==> src/rtl/rtc_core.sv <==
// Real-time clock core: prescaled seconds tick, up/down time counting with
// validated loads, alarm compare and a packed BCD view of the current time.
module rtc_core #(
    parameter int TICK_DIV = 50_000_000,
    parameter int HOURS    = 24
) (
    input  logic        clk,
    input  logic        reset,
    input  logic        run,
    input  logic        dir,
    input  logic        load,
    input  logic [5:0]  load_hour,
    input  logic [5:0]  load_min,
    input  logic [5:0]  load_sec,
    input  logic [5:0]  alarm_hour,
    input  logic [5:0]  alarm_min,
    input  logic [5:0]  alarm_sec,
    input  logic        alarm_arm,
    output logic [5:0]  hour,
    output logic [5:0]  min,
    output logic [5:0]  second,
    output logic [31:0] time_data,
    output logic        sec_pulse,
    output logic        day_wrap,
    output logic        done,
    output logic        alarm_hit,
    output logic        load_err
);

    localparam int             PW       = (TICK_DIV > 1) ? $clog2(TICK_DIV) : 1;
    localparam logic [PW-1:0]  PRE_MAX  = PW'(TICK_DIV - 1);
    localparam logic [5:0]     HOUR_MAX = 6'(HOURS - 1);

    logic [PW-1:0] pre_q, pre_d;
    logic [5:0]    hour_q, hour_d, min_q, min_d, sec_q, sec_d;
    logic          sec_pulse_q, sec_pulse_d, day_wrap_q, day_wrap_d;
    logic          done_q, done_d, alarm_hit_q, alarm_hit_d, load_err_q, load_err_d;

    logic          tick, load_ok, at_zero, adv;
    logic          carry_s, carry_m, bor_s, bor_m;
    logic [5:0]    up_h, up_m, up_s, dn_h, dn_m, dn_s;

    // Two-digit BCD for values 0..59, built from a tens-digit compare chain.
    function automatic logic [7:0] bcd(input logic [5:0] v);
        logic [3:0] t;
        logic [5:0] rem;
        if      (v >= 6'd50) t = 4'd5;
        else if (v >= 6'd40) t = 4'd4;
        else if (v >= 6'd30) t = 4'd3;
        else if (v >= 6'd20) t = 4'd2;
        else if (v >= 6'd10) t = 4'd1;
        else                 t = 4'd0;
        rem = v - (6'(t) * 6'd10);
        return {t, 4'(rem)};
    endfunction

    // Wrap compares happen before any increment/decrement, so nothing exceeds 59.
    always_comb begin
        tick    = run && (pre_q == PRE_MAX);
        load_ok = (load_sec < 6'd60) && (load_min < 6'd60) && (load_hour <= HOUR_MAX);
        at_zero = (hour_q == 6'd0) && (min_q == 6'd0) && (sec_q == 6'd0);

        carry_s = (sec_q == 6'd59);
        carry_m = carry_s && (min_q == 6'd59);
        up_s    = carry_s ? 6'd0 : sec_q + 6'd1;
        up_m    = carry_s ? ((min_q == 6'd59) ? 6'd0 : min_q + 6'd1) : min_q;
        up_h    = carry_m ? ((hour_q == HOUR_MAX) ? 6'd0 : hour_q + 6'd1) : hour_q;

        bor_s   = (sec_q == 6'd0);
        bor_m   = bor_s && (min_q == 6'd0);
        dn_s    = bor_s ? 6'd59 : sec_q - 6'd1;
        dn_m    = bor_s ? ((min_q == 6'd0) ? 6'd59 : min_q - 6'd1) : min_q;
        dn_h    = bor_m ? hour_q - 6'd1 : hour_q;
    end

    always_comb begin
        pre_d       = pre_q;
        hour_d      = hour_q;
        min_d       = min_q;
        sec_d       = sec_q;
        sec_pulse_d = 1'b0;
        day_wrap_d  = 1'b0;
        done_d      = 1'b0;
        load_err_d  = 1'b0;
        adv         = 1'b0;

        if (load) begin
            if (load_ok) begin
                hour_d = load_hour;
                min_d  = load_min;
                sec_d  = load_sec;
                pre_d  = '0;
            end else begin
                load_err_d = 1'b1;
            end
        end else if (run) begin
            pre_d = tick ? '0 : pre_q + PW'(1);
            if (tick && !dir) begin
                hour_d      = up_h;
                min_d       = up_m;
                sec_d       = up_s;
                adv         = 1'b1;
                sec_pulse_d = 1'b1;
                day_wrap_d  = (up_h == 6'd0) && (up_m == 6'd0) && (up_s == 6'd0);
            end else if (tick && !at_zero) begin
                // A countdown parked at 00:00:00 stays silent on later ticks.
                hour_d      = dn_h;
                min_d       = dn_m;
                sec_d       = dn_s;
                adv         = 1'b1;
                sec_pulse_d = 1'b1;
                done_d      = (dn_h == 6'd0) && (dn_m == 6'd0) && (dn_s == 6'd0);
            end
        end

        alarm_hit_d = adv && alarm_arm && (hour_d == alarm_hour) &&
                      (min_d == alarm_min) && (sec_d == alarm_sec);
    end

    always_ff @(posedge clk) begin
        if (reset) begin
            pre_q       <= '0;
            hour_q      <= 6'd0;
            min_q       <= 6'd0;
            sec_q       <= 6'd0;
            sec_pulse_q <= 1'b0;
            day_wrap_q  <= 1'b0;
            done_q      <= 1'b0;
            alarm_hit_q <= 1'b0;
            load_err_q  <= 1'b0;
        end else begin
            pre_q       <= pre_d;
            hour_q      <= hour_d;
            min_q       <= min_d;
            sec_q       <= sec_d;
            sec_pulse_q <= sec_pulse_d;
            day_wrap_q  <= day_wrap_d;
            done_q      <= done_d;
            alarm_hit_q <= alarm_hit_d;
            load_err_q  <= load_err_d;
        end
    end

    assign hour      = hour_q;
    assign min       = min_q;
    assign second    = sec_q;
    assign sec_pulse = sec_pulse_q;
    assign day_wrap  = day_wrap_q;
    assign done      = done_q;
    assign alarm_hit = alarm_hit_q;
    assign load_err  = load_err_q;
    assign time_data = {8'h00, bcd(hour_q), bcd(min_q), bcd(sec_q)};

endmodule

==> config.mk <==
export PLATFORM = sky130hd
export DESIGN_NAME = rtc_core
export DESIGN_NICKNAME = d
export VERILOG_FILES = /design/src/rtl/rtc_core.sv
export SDC_FILE = /design/constraint.sdc
export NUM_CORES = 1
export LEC_CHECK = 0
export BUFFER_PORTS_ARGS = -buffer_cell sky130_fd_sc_hd__buf_4
export CAP_MARGIN = 20
export CORE_MARGIN = 4
export CORE_UTILIZATION = 30
export CTS_BUF_LIST = sky130_fd_sc_hd__clkbuf_4 sky130_fd_sc_hd__clkbuf_8 sky130_fd_sc_hd__clkbuf_16
export CTS_CLUSTER_SIZE = 30
export DETAILED_ROUTE_END_ITERATION = 8
export MAX_ROUTING_LAYER = met4
export PLACE_DENSITY = 0.48
export SYNTH_ARGS = -nofsm -noshare
export SYNTH_HDL_FRONTEND = slang
export SYNTH_SLANG_ARGS = --single-unit
export TNS_END_PERCENT = 30
==> constraint.sdc <==
create_clock -name clk -period 5.9 [get_ports clk]
set_input_delay 0 -clock clk [delete_from_list [all_inputs] [get_ports clk]]
set_output_delay 0 -clock clk [all_outputs]
set_load 0.02 [all_outputs]
==> results of run 1 <==
## state kept, by name (all words and copies together), names as in the netlist, 6 cells and up
register  flops
hour          6
min           6
pre_q        26
second        6
## per-layer routing
layer / track usage / part of all wire
met5: - / 0
met4: 0.0780 / 0.031
met3: 0.0297 / 0.068
met2: 0.360 / 0.48
met1: 0.271 / 0.42
## cell families after synthesis
kind of cell / after synthesis
adder cells (fa/ha/maj): 20
AND/OR/NAND/NOR: 321
XOR/XNOR: 27
AO/OA/AOI/OAI: 211
flip-flops: 49
multiplexers: 8
buffers and inverters: 97
other: 1
## cells in the mapped netlist (6+ instances only)
cell,number,area [um^2]
nand3_1,26,130
nor4_1,9,56.3
dfxtp_1,49,981
a311oi_1,8,70.1
nor2_1,105,394
buf_4,14,105
o21ai_0,42,210
and2_1,9,56.3
a21oi_1,50,250
nor3_1,21,105
a211oi_1,6,45.0
xnor2_1,12,105
clkbuf_1,46,173
a31oi_1,16,100
inv_1,28,105
a22oi_1,7,52.6
and3_1,13,81.3
a2111oi_0,9,78.8
mux2i_1,6,60.1
nand4_1,22,138
and4_1,7,61.3
ha_1,17,213
xor2_1,15,131
nand2_1,61,229
nand2b_1,6,37.5
o31ai_1,10,75.1
o22ai_1,9,56.3
## layout make-up
type	count	area, um^2	area share
tap	220	275	0.0463
timing repair buffer	92	693	0.117
multi-input combinational	598	3710	0.624
clock buffer	5	125	0.0211
inverter	29	109	0.0183
sequential	49	981	0.165
clock inverter	3	47.5	0.00800
## stage by stage
stage,cell area [um^2],util
global placement,5760,0.347
CTS,5940,0.358
finish,5940,0.358
floorplan,5120,-
detailed placement,5760,0.347
global route,5940,0.358
## final timing paths
kind	start	end	slack, ns	cells past startpoint
max	pre_q[0]	alarm_hit	1.64	10
min	load_min[5]	min[5]	0.02	3
max reg2reg	pre_q[0]	alarm_hit	1.64	10
min reg2reg	pre_q[5]	pre_q[5]	0.49	1
## where the power goes
| part | switching, mW | total (mW) | internal (mW) | leakage [nW] |
|---|---|---|---|---|
| clock | 0.158 | 0.362 | 0.204 | 0.0848 |
| combinational | 0.264 | 0.425 | 0.161 | 1.77 |
| sequential | 0.0374 | 0.377 | 0.339 | 0.398 |
| total | 0.459 | 1.16 | 0.704 | 2.25 |
## cells in the final DEF, fill, tap and decap left out, types with 4 or more instances in the layout
cell type	instances
nor2_1	105
buf_4	91
nand2_1	61
a21oi_1	50
dfxtp_1	49
o21ai_0	42
inv_1	28
nand3_1	26
nand4_1	22
nor3_1	21
ha_1	17
a31oi_1	16
xor2_1	15
and3_1	13
xnor2_1	12
conb_1	11
o31ai_1	10
o22ai_1	9
and2_1	9
nor4_1	9
a2111oi_0	9
a311oi_1	8
and4_1	7
a22oi_1	7
nand2b_1	6
a211oi_1	6
mux2i_1	6
a21o_1	5
nand4b_1	5
o211ai_1	5
clkbuf_16	5
nor2b_1	4
o41ai_1	4
nand3b_1	4
or3_1	4
a211o_1	4
o2111ai_1	4
## worst register-to-register path: cells and delay by family (launching register included)
| family | cells | cell delay (ns) |
|---|---|---|
| compound gates | 2 | 0.57 |
| xor+xnor | 1 | 0.16 |
| fa+ha+maj | 1 | 0.30 |
| flops | 1 | 0.41 |
| simple gates | 6 | 2.75 |
==> metrics.txt, run 1 <==
die area=19100 um^2; TritonRoute pass-1 iters=5; CTS Hold Bufs=1; max cap viols=0; Final Non-Filler Cells=996; Synth async-reset ratio=0; Vias=5941; Synth Flop Type=dfxtp_1; syn_area_per_cell=6.92 um^2; Slew Limit Fails=0; worst-skew pair later-pin latency=0.32 ns; DP Wirelength=15.5 mm; RSZ-0062 raised after global routing=false; final worst setup slack=1.64 ns; critical path, cell by cell=ha_1, and2_1, nand4_1, nor2_1, a211oi_1, a211oi_1, xor2_1, or4_1, or4_1, nor4b_2; Initial Utilization=0.306; number of I/O port buffers=85; total CTS buffers=5; Leak=2.25 nW; CTS max path bufs=2; CP top delay family=simple AND/OR/NAND/NOR gates; Max VDD drop=99.9 uV; post-synthesis xor/xnor area fraction=0.0465; fmax=0.235 GHz; CP Launch Type=flip-flop; wirelength, routed=21.2 mm; hold crit path type=in -> reg; DP Worst Slack=1.71 ns; post-synthesis mux area share=0.0162; FILL cells=1835; #FFs+latches synth=49; Synth warnings=0; Root Driver=clkbuf_16; critical path class=reg -> reg; Syn Std Cell Area=5080 um^2; Vias per Instance=5.96; Synth Instances=734; max_slew headroom=0.241; Die H=138 um; CTS tree=done; DRC errors left=0; GRT Total Usage=0.217; setup TNS=0 ns; Post-CTS Setup Inserts=0; CP peak stage delay=0.94 ns; placed insts=987; share of layout cells above drive strength 1=0.151; area delta synth->final=16.9%; largest family of logic cells by synthesized area=simple AND/OR/NAND/NOR gates; pwr/cell area=196 nW/um^2; WL/cell=21.3 um; CP Capture Type=flip-flop; Starting DRT DRC Count=572; antenna viol nets, final=0; Critical Path RT=6.14 ns; worst path arrival time=4.50 ns; Worst path slowest cell=nor2_1; Simple-Gate Fraction of Synth Area=0.327; sequential cell area fraction in the yosys report=0.193; GPL Wtd Cong=0.944; actual slew at the worst max-slew pin=1.13 ns; final worst clock skew=0.0108 ns; Synth Area in Adders=0.0537; quantity of gates resized following cts=0; Tot Pwr=1.16 mW; minimum clock period=4.26 ns; Inserted Diodes=0; number of synthesized flops with an enable pin=0; Nets=837; Die W=138 um; Fin. Hold Viols=0; Final period util=0.723; number of global-route vias before repair=5636; status=complete, no violations; clk sinks=49; initial antenna violation count=0; total grt overflow=0; clock slew at reported path FFs=0.08 ns; FP Rows=47; number of library cell types mapped by synthesis=81; Hold WS=0.0199 ns; area of the core=16600 um^2; first-pass GRT wire length=32.6 mm; IO Pins=97; worst-path maximum fanout=14; CP bufs+invs=0; Setup-failing EPs final=0; post-synthesis compound-gate area fraction=0.279; htree depth=2; largest net degree at the start of global routing=41
Note: power is estimated with default switching activity, not from simulation.
==> run 2, diff against run 1 <==
--- a/config.mk
+++ b/config.mk
@@ -5,6 +5,7 @@
 export SDC_FILE = /design/constraint.sdc
 export NUM_CORES = 1
 export LEC_CHECK = 0
+export ABC_AREA = 1
 export BUFFER_PORTS_ARGS = -buffer_cell sky130_fd_sc_hd__buf_4
 export CAP_MARGIN = 20
 export CORE_MARGIN = 4
@@ -13,7 +14,7 @@
 export CTS_CLUSTER_SIZE = 30
 export DETAILED_ROUTE_END_ITERATION = 8
 export MAX_ROUTING_LAYER = met4
-export PLACE_DENSITY = 0.48
+export PLACE_DENSITY = 0.47
 export SYNTH_ARGS = -nofsm -noshare
 export SYNTH_HDL_FRONTEND = slang
 export SYNTH_SLANG_ARGS = --single-unit
==> constraint.sdc (replaced) <==
create_clock -name clk -period 4.2 [get_ports clk]
set_input_delay 0 -clock clk [delete_from_list [all_inputs] [get_ports clk]]
set_output_delay 0 -clock clk [all_outputs]
set_load 0.02 [all_outputs]
==> run 2 against run 1 <==
  * Maximum frequency grew 29%
  * Core utilization up 0.21 points
  * First-iteration DRC count rose by 2.6%
  * Critical path type unchanged
  * Largest cell class unchanged
==> metrics.txt, run 2 <==
first-pass GRT wire length=30.7 mm (-5.8%); Fin. Hold Viols=0 (unchanged); FILL cells=1959 (+6.8%); area of the multi-input gates=3580 um^2 (-3.4%); CP Launch Type=flip-flop; max_slew headroom=0.456 (+0.216); DRC errors left=0 (unchanged); number of global-route vias before repair=5589 (-0.83%); Synth Area in Adders=0.0529 (-0.000768); setup TNS=0 ns (unchanged); critical path class=reg -> reg; Initial Utilization=0.309 (+0.00226); final worst clock skew=0.00754 ns (-0.00321 ns); Synth Flop Type=dfxtp_1; combinational share of power=0.397 (+0.032); area of all sequential standard cells=981 um^2 (unchanged); area delta synth->final=16.7%; Clock Power Share=0.276 (-0.035); Die H=139 um (+0.68%); GPL Wtd Cong=0.913 (-3.2%); Slew Limit Fails=0 (unchanged); wirelength, routed=19.5 mm (-8.0%); CTS tree=done; number of synthesized flops with an enable pin=0 (unchanged); area of the core=16700 um^2 (+0.71%); leading area contributor after synthesis=dfxtp_1; Vias=5907 (-0.57%); max cap viols=0 (unchanged); initial antenna violation count=0 (unchanged); post-synthesis xor/xnor area fraction=0.0221 (-0.0244); actual slew at the worst max-slew pin=0.813 ns (-0.322 ns); top-count cell post-synth=nand2_1; post-synthesis mux area share=0 (-0.0162); Seq pwr share=0.326 (+0.002); Final Non-Filler Cells=1167 (+17%); Core Util, Final=0.360 (+0.00212); Worst path slowest cell=dfxtp_1; largest family of logic cells by synthesized area=simple AND/OR/NAND/NOR gates; Setup-failing EPs final=0 (unchanged); total CTS buffers=5 (unchanged); CTS max path bufs=2 (unchanged); critical path, cell by cell=ha_1, nand3_1, nor2_2, nand3_1, o21ai_0, nand3_1, nand3_1, nand2_1, nand3b_1, nand2_1, nor2_1, nand2_1, nor2_1, nand2_1, nor2_2; htree depth=2 (unchanged); Nets=1008 (+20%); clk sinks=49 (unchanged); GRT Total Usage=0.202 (-0.0150); Leak=2.73 nW (+21%); max FFs per register=26 (unchanged); Critical Path RT=4.45 ns (-1.69 ns); status=complete, no violations; total grt overflow=0 (unchanged); DP Worst Slack=1.01 ns (-0.708 ns); clock slew at reported path FFs=0.07 ns (about the same); Max VDD drop=149 uV (+50%); CP top delay family=simple AND/OR/NAND/NOR gates; sw frac=0.409 (+0.0144); CP Capture Type=flip-flop; fmax=0.304 GHz (+29%); WL/cell=16.7 um (-21%); TritonRoute pass-1 iters=5 (unchanged); final worst setup slack=0.907 ns (-0.729 ns); Post-CTS Setup Inserts=0 (unchanged); Area contributors post-synth=dfxtp_1, nand2_1, nor2_1; Synth async-reset ratio=0 (unchanged); number of I/O port buffers=85 (unchanged); hold crit path type=in -> reg; DP Wirelength=15.3 mm (-1.7%); FP Rows=47 (unchanged); commonest non-fill, non-tap cells in the layout=nand2_1, nor2_1, inv_1, buf_4, nand3_1; post-synthesis compound-gate area fraction=0.145 (-0.133); RSZ-0062 raised after global routing=false; syn_area_per_cell=5.85 um^2 (-15%); worst path arrival time=3.54 ns (-0.96 ns); sequential cell area fraction in the yosys report=0.190 (-0.00276); CP peak stage delay=0.53 ns (-0.41 ns); worst-path maximum fanout=11 (-3); Final period util=0.784 (+0.0613); placed insts=1159 (+17%); antenna viol nets, final=0 (unchanged); quantity of gates resized following cts=0 (unchanged); number of library cell types mapped by synthesis=54 (-33%); top-area cell type share of the netlist area=0.190 (-0.00276); Simple-Gate Fraction of Synth Area=0.466 (+0.140); commonest non-fill, non-tap cell in the layout=nand2_1; reg2reg start=second[0]; Die W=139 um (+0.68%); #FFs+latches synth=49 (unchanged); minimum clock period=3.29 ns (-0.971 ns); Synth Instances=881 (+20%); crit path from=second[0]; Syn Std Cell Area=5160 um^2 (+1.5%); Hold WS=0.0798 ns (+0.0599 ns); Starting DRT DRC Count=587 (+2.6%); share of layout cells above drive strength 1=0.140 (-0.0103); Inserted Diodes=0 (unchanged); Vias per Instance=5.06 (-15%); Most flops, register=pre_q; Root Driver=clkbuf_16; top post-synthesis cells by count=nand2_1, nor2_1, inv_1; die area=19300 um^2 (+1.4%); largest net degree at the start of global routing=41 (unchanged); CP bufs+invs=0 (unchanged); Hold Startpoint=alarm_sec[2]; IO Pins=97 (unchanged); Sw Pwr=0.655 mW (+43%); pwr/cell area=266 nW/um^2 (+36%); CTS Hold Bufs=0 (-1); Synth warnings=0 (unchanged); internal power=0.947 mW (+34%); worst-skew pair later-pin latency=0.30 ns (-0.02 ns)
-- run 2: cell count changes after synthesis, moves of 9 or more --
cell	change
a2111oi_0	-9
a31oi_1	-14
and2_1	-9
and3_1	-13
clkbuf_1	-35
inv_1	+59
nand2_1	+190
nand3_1	+44
nor2_1	+23
o22ai_1	-9
-- run 2: worst paths after layout --
kind | slack, ns | cells past startpoint | end
setup / recovery | 0.91 | 15 | alarm_hit
hold / removal | 0.08 | 6 | alarm_hit
setup reg to reg | 0.91 | 15 | alarm_hit
hold reg to reg | 0.49 | 2 | pre_q[5]
-- run 2: power groups by stage --
stage	Sequential, mW	Clock (mW)	Combinational, mW
6_report	0.523	0.442	0.637
5_1_grt	0.527	0.464	0.702
4_1_cts	0.523	0.455	0.636
3_5_place_dp	0.534	0	0.634
3_3_place_gp	0.534	0	0.641
2_1_floorplan	0.526	0	0.414
-- run 2: cells by family (layout without fill, tap and decap cells) --
family / Yosys count / in the layout
buffers and inverters: 138 / 194
adders and majority gates: 20 / 20
other: 1 / 11
AOI/OAI and AO/OA: 127 / 127
DFF: 49 / 49
xor gates and xnor gates: 13 / 13
and+or+nand+nor: 533 / 533
-- run 2: area by class of cell --
cell class,count,area share
inverters,99,0.0622
multi-input cells,704,0.595
well taps,220,0.0457
repair buffers,87,0.109
clock inverters,2,0.00229
flip-flops and latches,49,0.163
clock buffers,6,0.0231
-- run 2: routing by layer --
metal,share of wire,track usage
met1,0.47,0.271
met2,0.46,0.325
met3,0.049,0.0283
met4,0.016,0.0448
met5,0,-
-- run 2: through the flow --
step	total power, mW	cell area (um^2)
after floorplan	0.940	5190
after global placement	1.17	5870
after detailed placement	1.17	5870
after CTS	1.61	6020
after global routing	1.69	6020
final	1.60	6020
-- run 2: tightest hold or removal path: cells and delay by family --
kind | cells | cell delay, ns
and+or+nand+nor | 5 | 0.25
buffers and inverters | 1 | 0.09
